$ cat src/rtl/inv_sqrt_pwl_pipe.sv
// Piecewise-linear 1/sqrt(1 + x/2^W) evaluator: runtime-writable slope/base table,
// saturating interpolation and a tagged valid/ready pipeline with a global stall.
module inv_sqrt_pwl_pipe #(
  parameter int W         = 16,
  parameter int A         = 7,
  parameter int TAG_W     = 4,
  parameter     INIT_FILE = ""
) (
  input  logic             clk,
  input  logic             rst,
  input  logic             in_valid,
  output logic             in_ready,
  input  logic [W-1:0]     in_x,
  input  logic [TAG_W-1:0] in_tag,
  output logic             out_valid,
  input  logic             out_ready,
  output logic [W-1:0]     out_y,
  output logic [TAG_W-1:0] out_tag,
  input  logic             wr_en,
  input  logic [A-1:0]     wr_addr,
  input  logic [W-1:0]     wr_slope,
  input  logic [W-1:0]     wr_base
);

  localparam int F = W - A;

  logic [2*W-1:0] mem_q [2**A];

  logic                  advance;
  logic                  v0_q, v1_q, v2_q, out_valid_q;
  logic [W-1:0]          x0_q;
  logic [TAG_W-1:0]      tag0_q, tag1_q, tag2_q, out_tag_q;
  logic [2*W-1:0]        rd_q;
  logic [F-1:0]          frac1_q;
  logic signed [W+F:0]   prod_d, prod2_q;
  logic [W-1:0]          base2_q;
  logic signed [W+F:0]   sum_d;
  logic [W-1:0]          y_d, out_y_q;

  assign advance   = !out_valid_q || out_ready;
  assign in_ready  = advance;
  assign out_valid = out_valid_q;
  assign out_y     = out_y_q;
  assign out_tag   = out_tag_q;

  // Table write port is independent of stall and reset.
  always_ff @(posedge clk) begin
    if (wr_en) mem_q[wr_addr] <= {wr_slope, wr_base};
  end

  // Read port is gated by advance so the S1 data holds during a stall;
  // a same-edge write to the same entry is not visible here (read-before-write).
  always_ff @(posedge clk) begin
    if (advance) rd_q <= mem_q[x0_q[W-1:F]];
  end

  always_comb begin
    prod_d = $signed(rd_q[2*W-1:W]) * $signed({1'b0, frac1_q});
    // Sum at full product width; the value always fits W+2 signed bits.
    sum_d  = $signed({{(F+1){1'b0}}, base2_q}) + (prod2_q >>> F);
    y_d    = sum_d[W-1:0];
    if (sum_d[W+F])
      y_d = '0;
    else if (|sum_d[W+F-1:W])
      y_d = '1;
  end

  always_ff @(posedge clk) begin
    if (advance) begin
      x0_q    <= in_x;
      tag0_q  <= in_tag;
      frac1_q <= x0_q[F-1:0];
      tag1_q  <= tag0_q;
      prod2_q <= prod_d;
      base2_q <= rd_q[W-1:0];
      tag2_q  <= tag1_q;
    end
  end

  always_ff @(posedge clk) begin
    if (rst) begin
      v0_q        <= 1'b0;
      v1_q        <= 1'b0;
      v2_q        <= 1'b0;
      out_valid_q <= 1'b0;
      out_y_q     <= '0;
      out_tag_q   <= '0;
    end else if (advance) begin
      v0_q        <= in_valid;
      v1_q        <= v0_q;
      v2_q        <= v1_q;
      out_valid_q <= v2_q;
      if (v2_q) begin
        out_y_q   <= y_d;
        out_tag_q <= tag2_q;
      end
    end
  end

endmodule

$ cat config.mk
export PLATFORM = sky130hd
export DESIGN_NAME = inv_sqrt_pwl_pipe
export DESIGN_NICKNAME = d
export VERILOG_FILES = /design/src/rtl/inv_sqrt_pwl_pipe.sv
export SDC_FILE = /design/constraint.sdc
export NUM_CORES = 2
export LEC_CHECK = 0
export CORE_MARGIN = 1.5
export CORE_UTILIZATION = 62
export DETAILED_ROUTE_END_ITERATION = 7
export PLACE_DENSITY = 0.78
export SYNTH_ARGS = -nofsm -noshare
export SYNTH_HDL_FRONTEND = slang
export SYNTH_SLANG_ARGS = --single-unit
$ cat constraint.sdc
create_clock -name clk -period 7.05 [get_ports clk]
set_input_delay 1.0575 -clock clk [delete_from_list [all_inputs] [get_ports clk]]
set_output_delay 1.0575 -clock clk [all_outputs]
set_load 0.02 [all_outputs]
==> impl_metrics.json <==
{
  "final_layout_size_suffix_gt1_share_pct": 28.2,
  "initial_utilization_pct": 62.4,
  "endpoint": "prod2_q[17]$_DFFE_PN_",
  "fillerInstances": 14300,
  "core_um2": 266000,
  "totalNegativeSetupSlack_ps": 0,
  "overflow": 0,
  "max_freq_mhz": 166,
  "route.detailed.drc": 47,
  "violated_checks": "design-rule violations, max-slew violations",
  "antenna_found_initial": 41,
  "ys_ff_latch": 4222,
  "finalClockSkew_ps": 79.4,
  "routed_wl_mm": 474,
  "die_h_um": 520,
  "clock_path_buffers": 4,
  "yosys.cell_types.count": 57,
  "final_core_utilization_pct": 70.0,
  "rr_endpoint": "prod2_q[17]$_DFFE_PN_",
  "port_buffers": 85,
  "power_density_nw_per_um2": 314,
  "clock_tree.htree_level_count": 5,
  "path_max_fanout": 16,
  "hold_viol_final": 0,
  "grt_max_degree": 121,
  "route.antenna.remaining_nets": 0,
  "ff2ff_path_depth": 18,
  "slew_viol_final": 6,
  "synth_sequential_area_ratio_pct": 76.3,
  "cts_hold_buffers": 0,
  "drt_iter0_markers": 15300,
  "vdd.ir_drop.worst_mv": 0.444,
  "synthCells": 7213,
  "mappedNetlistArea_um2": 166000,
  "regToRegStartpoint": "frac1_q[2]$_DFFE_PN_",
  "period_minus_slack_ps": 6030,
  "die_x_um": 520,
  "pin_count": 86,
  "asyncSetResetFlopFracSynth_pct": 0,
  "area_growth_pct": 12.1,
  "globalRouteTotalUtil_pct": 35.6,
  "synth_enable_flop_cells": 4198,
  "count_of_buffers_added_by_post_cts_timing_repair_for_setup": 0,
  "most_used_flip_flop_cell_after_synthesis": "edfxtp_1",
  "most-common-layout-cells": "edfxtp_1 (4198), mux4_2 (1216), clkbuf_16 (407)",
  "grt_setup_unrepaired": "false",
  "finalSetupViolCount": 0,
  "finalCritPeriodShare_pct": 85.6,
  "cts_repair_resize_count": 0,
  "synth.net_count": 7470,
  "slew_worst_pin_ps": 1620,
  "clk_latency_ps": 990,
  "post_synth.cell_area_avg_um2": 23.0,
  "avgViaCountPerCell": 7.26,
  "via_count_of_the_first_global_routing_pass": 84800,
  "nets": 7860,
  "vias": 83400,
  "critical_path_class": "flop to flop",
  "final_common_cell": "edfxtp_1",
  "drt_pre_antenna_iters": 8,
  "worst_ep_required_time_ps": 7820,
  "cts-root-buf": "clkbuf_16",
  "status": "finished with violations",
  "tritoncts.num_buffers": 405,
  "reg2reg_setup_slack_ps": 1020,
  "worst_setup_startpoint": "frac1_q[2]$_DFFE_PN_",
  "route.detailed.wl_per_inst_um": 41.2,
  "worst_max_slew_margin_expressed_relative_to_the_limit_pct": -8.14,
  "num_rows": 189,
  "worst_setup_path_start_kind": "flop",
  "place.gp.congestion": 0.928,
  "hp_class": "flop to flop",
  "cts_tree": "yes",
  "leakage_power_nw": 58.9,
  "clock-sinks": 4222,
  "path_clk_slew_ps": 60,
  "hpwl_mm": 242,
  "max-cap-violations": 0,
  "end_kind": "flop",
  "yosys_warnings": 0,
  "fp.dieArea_um2": 270000,
  "worst-endpoint-arrival_ps": 6800,
  "grt_pass1_wl_mm": 663
}
[area by class of cell]
class	instances	area [um2]	share of cell area, %
flip-flops and latches	4222	127000	68.1
diodes	16	40.0	0.0216
multi-input cells	2455	38000	20.5
clock buffers	478	10500	5.63
inverters	166	623	0.335
repair buffers	353	3190	1.71
clock inverters	262	2520	1.36
well taps	3533	4420	2.38
[state kept, by name, indices dropped and copies added, names as in the netlist]
signal,count
base2_q,16
frac1_q,9
mem_q,4096
out_tag,4
out_valid,1
out_y,16
prod2_q,17
rd_q,32
tag0_q,4
tag1_q,4
tag2_q,4
v0_q,1
v1_q,1
v2_q,1
x0_q,16
[per-layer routing]
metal,GRT usage (%),vias up,wire length [um]
met3,11.0,1548,66200
met4,20.3,26,33600
li1,-,31100,-
met5,0.474,-,420
met2,55.4,7314,225000
met1,44.9,43400,149000
[cell usage after synthesis (all sizes together) (2+ instances only)]
library cell | n | share of area [%]
and2 | 63 | 0.24
nor2 | 153 | 0.35
nor2b | 12 | 0.045
inv | 166 | 0.38
mux4 | 1216 | 17
a21o | 14 | 0.063
fa | 122 | 1.5
and3 | 3 | 0.011
a31oi | 3 | 0.015
a22oi | 96 | 0.43
clkbuf | 202 | 0.46
o21bai | 2 | 0.0091
o211ai | 4 | 0.018
nand3 | 84 | 0.25
a21oi | 58 | 0.18
nand2b | 3 | 0.011
buf | 168 | 0.51
o21ai | 12 | 0.036
nor3b | 2 | 0.0091
nand2 | 215 | 0.49
ha | 71 | 0.54
nand4 | 69 | 0.26
dfxtp | 24 | 0.29
or2 | 35 | 0.13
nor3 | 13 | 0.039
a211oi | 3 | 0.017
a21boi | 3 | 0.014
xor2 | 8 | 0.042
o221a | 16 | 0.11
mux2i | 130 | 0.79
or3 | 2 | 0.0075
xnor2 | 22 | 0.12
o311a | 2 | 0.012
o21a | 5 | 0.023
edfxtp | 4198 | 76
[through the flow]
step	std cells	total power [mW]	hold WS, ps	instance area, um2	setup slack, ps
6_report	11500	58.4	417	186000	1020
3_3_place_gp	10700	36.8	401	173000	1150
2_1_floorplan	7213	34.5	400	166000	903
5_1_grt	11500	60.2	421	186000	604
3_5_place_dp	10700	37.1	405	173000	1060
4_1_cts	11500	58.4	416	186000	1020
[report_power, final]
group | switching, mW | leakage (nW) | total [mW] | internal (mW)
Clock | 9.80 | 6.30 | 21.7 | 11.9
Sequential | 0.188 | 38.1 | 28.3 | 28.1
Combinational | 5.02 | 14.5 | 8.43 | 3.41
[critical path, cell delays in order (launching register included)]
cell	delay (ps)
edfxtp_1	790
nand2_1	160
fa_1	530
inv_1	50
fa_1	450
ha_1	290
fa_1	490
inv_1	50
fa_1	470
inv_1	40
ha_1	290
a2111oi_0	340
o21ai_1	150
a41o_1	360
a211oi_2	400
o21ai_1	210
and2_1	240
o21ai_0	270
a21boi_0	250
[worst min path at each step]
stage / from / depth (start not counted) / end
finish: rd_q[2]$_DFFE_PN_ / 0 / base2_q[2]$_DFFE_PN_
global route: rd_q[5]$_DFFE_PN_ / 0 / base2_q[5]$_DFFE_PN_
CTS: rd_q[2]$_DFFE_PN_ / 0 / base2_q[2]$_DFFE_PN_
detailed placement: rd_q[0]$_DFFE_PN_ / 0 / base2_q[0]$_DFFE_PN_
global placement: rd_q[7]$_DFFE_PN_ / 0 / base2_q[7]$_DFFE_PN_
floorplan: rd_q[0]$_DFFE_PN_ / 0 / base2_q[0]$_DFFE_PN_
[kinds of logic after synthesis]
kind of cell               Yosys count  synth area share [%]
AOI/OAI and AO/OA                  229                 0.984
xor gates and xnor gates            30                 0.159
adders and majority gates          193                  2.01
buffers and inverters              536                  1.34
DFF                               4222                  76.3
muxes                             1346                  17.3
and+or+nand+nor                    657                  1.86
(Power assumes the default switching activity.)
